==> src/rtl/calc_defs.sv <==
// Shared calculator definitions: register func codes, instruction op codes,
// ULA select codes, control-unit state encoding and the control output bundle.
package calc_defs;

  localparam int unsigned FUNC_W = 3;
  localparam int unsigned OP_W   = 3;
  localparam int unsigned SEL_W  = 2;
  localparam int unsigned CNT_W  = 2;

  typedef enum logic [FUNC_W-1:0] {
    FUNC_HOLD   = 3'b000,
    FUNC_LOAD   = 3'b001,
    FUNC_SHIFTR = 3'b010,
    FUNC_SHIFTL = 3'b011,
    FUNC_RESET  = 3'b100
  } func_t;

  typedef enum logic [OP_W-1:0] {
    OP_NOP   = 3'b000,
    OP_LOADX = 3'b001,
    OP_ADD   = 3'b010,
    OP_SUB   = 3'b011,
    OP_SHR   = 3'b100,
    OP_SHL   = 3'b101,
    OP_CLR   = 3'b110,
    OP_MOVZ  = 3'b111
  } op_t;

  // Code 2'b11 is deliberately left unassigned and is never driven.
  typedef enum logic [SEL_W-1:0] {
    SEL_ADD    = 2'b00,
    SEL_SUB    = 2'b01,
    SEL_PASS_Y = 2'b10
  } sel_t;

  typedef enum logic [1:0] {
    ST_INIT = 2'b00,
    ST_IDLE = 2'b01,
    ST_EXEC = 2'b10,
    ST_DONE = 2'b11
  } state_t;

  typedef struct packed {
    func_t func_x;
    func_t func_y;
    func_t func_z;
    sel_t  sel_ula;
    logic  busy;
    logic  done;
  } ctrl_t;

  localparam ctrl_t CTRL_INIT = '{
    func_x: FUNC_RESET, func_y: FUNC_RESET, func_z: FUNC_RESET,
    sel_ula: SEL_ADD, busy: 1'b1, done: 1'b0
  };

endpackage

==> src/rtl/unidade_controle.sv <==
// Calculator control unit: one instruction per start/done handshake, issuing
// X/Y/Z register commands and the ULA select, with a counter for multi-cycle shifts.
module unidade_controle
  import calc_defs::*;
(
  input  logic              clock,
  input  logic              reset,
  input  logic              start,
  input  logic [OP_W-1:0]   op,
  input  logic [CNT_W-1:0]  n,
  output logic [FUNC_W-1:0] funcX,
  output logic [FUNC_W-1:0] funcY,
  output logic [FUNC_W-1:0] funcZ,
  output logic [SEL_W-1:0]  selULA,
  output logic              busy,
  output logic              done
);

  state_t            state_q, state_d;
  op_t               opr_q, opr_d;
  logic [CNT_W-1:0]  cnt_q, cnt_d;
  ctrl_t             ctrl_q, ctrl_d;

  // Next state, latched instruction and shift counter.
  always_comb begin
    state_d = state_q;
    opr_d   = opr_q;
    cnt_d   = cnt_q;
    case (state_q)
      ST_INIT: state_d = ST_IDLE;
      ST_IDLE: begin
        if (start) begin
          opr_d   = op_t'(op);
          cnt_d   = n;
          state_d = ST_EXEC;
        end
      end
      ST_EXEC: begin
        if ((opr_q == OP_SHR || opr_q == OP_SHL) && cnt_q != '0) begin
          cnt_d = cnt_q - CNT_W'(1);
        end else begin
          state_d = ST_DONE;
        end
      end
      ST_DONE: state_d = ST_IDLE;
      default: state_d = ST_INIT;
    endcase
  end

  // Moore decode of the upcoming state so the registered outputs line up with it.
  always_comb begin
    ctrl_d = '{
      func_x: FUNC_HOLD, func_y: FUNC_HOLD, func_z: FUNC_HOLD,
      sel_ula: SEL_ADD, busy: 1'b1, done: 1'b0
    };
    case (state_d)
      ST_INIT: ctrl_d = CTRL_INIT;
      ST_IDLE: ctrl_d.busy = 1'b0;
      ST_DONE: ctrl_d.done = 1'b1;
      ST_EXEC: begin
        case (opr_d)
          OP_LOADX: ctrl_d.func_x = FUNC_LOAD;
          OP_ADD:   ctrl_d.func_y = FUNC_LOAD;
          OP_SUB: begin
            ctrl_d.sel_ula = SEL_SUB;
            ctrl_d.func_y  = FUNC_LOAD;
          end
          OP_SHR:   ctrl_d.func_y = FUNC_SHIFTR;
          OP_SHL:   ctrl_d.func_y = FUNC_SHIFTL;
          OP_CLR: begin
            ctrl_d.func_x = FUNC_RESET;
            ctrl_d.func_y = FUNC_RESET;
            ctrl_d.func_z = FUNC_RESET;
          end
          OP_MOVZ: begin
            ctrl_d.sel_ula = SEL_PASS_Y;
            ctrl_d.func_z  = FUNC_LOAD;
          end
          default: ;
        endcase
      end
      default: ;
    endcase
  end

  always_ff @(posedge clock) begin
    if (reset) begin
      state_q <= ST_INIT;
      opr_q   <= OP_NOP;
      cnt_q   <= '0;
      ctrl_q  <= CTRL_INIT;
    end else begin
      state_q <= state_d;
      opr_q   <= opr_d;
      cnt_q   <= cnt_d;
      ctrl_q  <= ctrl_d;
    end
  end

  assign funcX  = ctrl_q.func_x;
  assign funcY  = ctrl_q.func_y;
  assign funcZ  = ctrl_q.func_z;
  assign selULA = ctrl_q.sel_ula;
  assign busy   = ctrl_q.busy;
  assign done   = ctrl_q.done;

endmodule

==> config.mk <==
export PLATFORM = sky130hd
export DESIGN_NAME = unidade_controle
export DESIGN_NICKNAME = d
export VERILOG_FILES = /design/src/rtl/calc_defs.sv /design/src/rtl/unidade_controle.sv
export SDC_FILE = /design/constraint.sdc
export NUM_CORES = 1
export LEC_CHECK = 0
export BUFFER_PORTS_ARGS = -buffer_cell sky130_fd_sc_hd__buf_2
export CORE_UTILIZATION = 31
export CTS_BUF_LIST = sky130_fd_sc_hd__clkbuf_8
export DETAILED_ROUTE_END_ITERATION = 16
export PLACE_DENSITY = 0.5
export REMOVE_ABC_BUFFERS = 1
export SYNTH_ARGS = -nofsm -noshare
export SYNTH_HDL_FRONTEND = slang
export SYNTH_SLANG_ARGS = --single-unit
==> constraint.sdc <==
create_clock -name clock -period 5.55 [get_ports clock]
set_clock_uncertainty 0.05 [all_clocks]
set_input_delay 0.8325 -clock clock [delete_from_list [all_inputs] [get_ports clock]]
set_output_delay 0.8325 -clock clock [all_outputs]
set_load 0.02 [all_outputs]
==> results.cfg <==
[synthesis]
syn_inst = 79
yosys.area.top_type = dfxtp_1
syn_avg_cell_area_um2 = 9.36
yosys_warnings = 0
synth-seq-area-share_pct = 46.0
async_flop_share_pct = 0
synth_flop_cell = dfxtp_1
synthTopCellsByCount = dfxtp_1 (17), inv_1 (6), nor2_1 (6), nand2_1 (5)
netlist_area_um2 = 739
synth_top_area_share_pct = 46.0
synthSimpleGateAreaFrac_pct = 22.2
synth_cell_types = 28
synth_mux_area_share_pct = 4.06
yosys-top-cells-area = dfxtp_1 (46%), ha_1 (6.8%), mux2i_1 (4.1%)
synth_seq_cells = 17
synthXorXnorAreaFrac_pct = 0
synthAdderAreaFrac_pct = 6.77
synth_edf_count = 0
synth-compound-area-share_pct = 13.2
synth.most_common_cell = dfxtp_1
synth_top_family_by_area = simple AND/OR/NAND/NOR gates

[clocking]
cts_sinks = 17
cts-root-buf = clkbuf_8
cts_hold_buffers = 0
clk_pin_slew_worst_paths_ns = 0.06
h-tree-depth = 1
numCtsBuffers = 3
cts_tree = done
post_cts_buffers = 0
clockBufferDepth = 2
worstSkewPairLatency_ns = 0.25
cts_resized = 0

[sta]
tightest_slew_ns = 0.526
setup_violations = 0
totalNegativeSetupSlack_ns = 0
timing.hold.ws_ns = 0.431
min_period_ns = 2.04
fmax_ghz = 0.491
final-hold-violation-count = 0
relSlewSlack_pct = 64.0
finalCritPeriodShare_pct = 36.7
fin_ws_ns = 3.51
rsz0062_at_grt = no
slew_viol_final = 0

[drt]
wl_met1_um = 625
maxUsedRoutingLayer = met4
vias = 574
vias_per_cell = 4.59
wl_per_cell_um = 10.3
dr.pass1.iters = 3
wl_met3_um = 56
wirelength_mm = 1.29
dr_wl_met2_um = 598
drtIter0Drc = 8
drc = 0
ant_nets = 0

[critical_path]
cp_max_fo = 6
crit_type = reg2reg
worst_setup_path_end_kind = register
crit_chain = inv_1, ha_1, or2_2, a2bb2oi_1, or3_1, nor4b_2
cpMaxStageDelayCell = or3_1
cpPeakStageDelay_ns = 0.45
critical_path.startpoint_type = register
worstPathArrival_ns = 2.15
required_ns = 5.66

[global_routing]
grt_pass1_wl_mm = 2.03
antenna_found_initial = 0
grt_max_degree = 11
grt_util_all_layers_pct = 11.0
grt_overflow = 0
grt_pass1_vias = 491

[power]
p_per_area_nw_per_um2 = 483
leakage_nw = 0.405
ir_drop_v = 0.000214

[run_status]
outcome = finished clean

[min_path]
hp-class = reg2reg

[flow_run]
cap_violations = 0

[die]
die_x_um = 50.8
die_area_um2 = 2580
core_region_area_um2 = 2230
start_util_pct = 33.1
rows = 17
ioPinCount = 21
die_h_um = 50.8

[placed_design]
gp_congestion = 0.703
place_ws_ns = 3.29
portBuffers = 18
post-dp-hpwl_mm = 1.02

[cells_and_area]
final_layout_size_suffix_gt1_share_pct = 26.8
fin_util_pct = 39.6
area_growth_pct = 19.5
finalNetCount = 110
n_antenna_cell = 0
-- cell families (layout without fill, tap and decap cells) --
| group | after synthesis | count (layout) |
|---|---|---|
| AO/OA/AOI/OAI | 15 | 15 |
| buffers and inverters | 11 | 28 |
| AND/OR/NAND/NOR | 28 | 28 |
| multiplexers | 3 | 3 |
| adder cells (fa/ha/maj) | 4 | 4 |
| flip-flops | 17 | 17 |
| other | 1 | 2 |
-- metrics by stage --
step,std cells,area [µm²],power [mW]
after floorplan,75,712,0.299
after global placement,121,837,0.342
after detailed placement,121,837,0.343
after CTS,125,883,0.435
after global routing,125,883,0.464
final,125,883,0.427
-- worst paths after layout --
path | from | to | slack [ns] | cells past startpoint
hold / removal | cnt_q[0] | cnt_q[0] | 0.43 | 1
setup reg to reg | state_q[0] | selULA[0] | 3.51 | 6
setup / recovery | state_q[0] | selULA[0] | 3.51 | 6
hold reg to reg | cnt_q[0] | cnt_q[0] | 0.43 | 1
-- placed cells by master (no fill, tap or decap), drive strengths merged --
| cell | netlist | final |
|---|---|---|
| buf | 4 | 18 |
| dfxtp | 17 | 17 |
| inv | 6 | 6 |
| nor2 | 6 | 6 |
| nand2 | 5 | 5 |
| a21oi | 4 | 4 |
| o21ai | 4 | 4 |
| ha | 4 | 4 |
| nor2b | 3 | 3 |
| mux2i | 3 | 3 |
| nor3b | 3 | 3 |
| nor3 | 3 | 3 |
| clkbuf | 1 | 3 |
| a21o | 2 | 2 |
| a311oi | 2 | 2 |
| conb | 1 | 2 |
| or3b | 2 | 2 |
| or2 | 1 | 1 |
| nand3b | 1 | 1 |
| o21bai | 1 | 1 |
| a2bb2oi | 1 | 1 |
| or3 | 1 | 1 |
| and3 | 1 | 1 |
| nor4b | 1 | 1 |
| nand2b | 1 | 1 |
| a221oi | 1 | 1 |
| clkinv | 0 | 1 |
-- registers in the layout, summed over array words and instances, names as in the netlist, 2 cells and up --
signal	cells
funcZ	2
funcY	3
opr_q	3
selULA	2
cnt_q	2
state_q	2
-- routing by layer --
| metal | up-vias | GRT usage, % |
|---|---|---|
| met2 | 14 | 18.2 |
| met5 | - | 0 |
| met3 | 2 | 5.36 |
| li1 | 301 | - |
| met4 | 0 | 4.17 |
| met1 | 257 | 12.0 |
-- critical path: cells and delay by family, from the launching register on --
kind                       cells  cell delay (ns)
buffers and inverters          1             0.06
DFF                            1             0.40
and+or+nand+nor                3             1.01
AOI/OAI and AO/OA              1             0.14
adders and majority gates      1             0.30
-- report_power, final --
| group | switching, mW | internal (mW) | leakage, nW |
|---|---|---|---|
| registers | 0.0141 | 0.152 | 0.139 |
| clock network | 0.0388 | 0.0497 | 0.0255 |
| logic | 0.101 | 0.0711 | 0.241 |
-- area by class of cell --
cell class	instances	area (µm²)
Tap cell	28	35.0
Timing Repair Buffer	18	90.1
Multi-Input combinational cell	52	349
Inverter	6	22.5
Sequential cell	17	340
Fill cell	244	1350
Clock buffer	3	41.3
Clock inverter	1	5.00
Power figures use the tool's default switching activity.
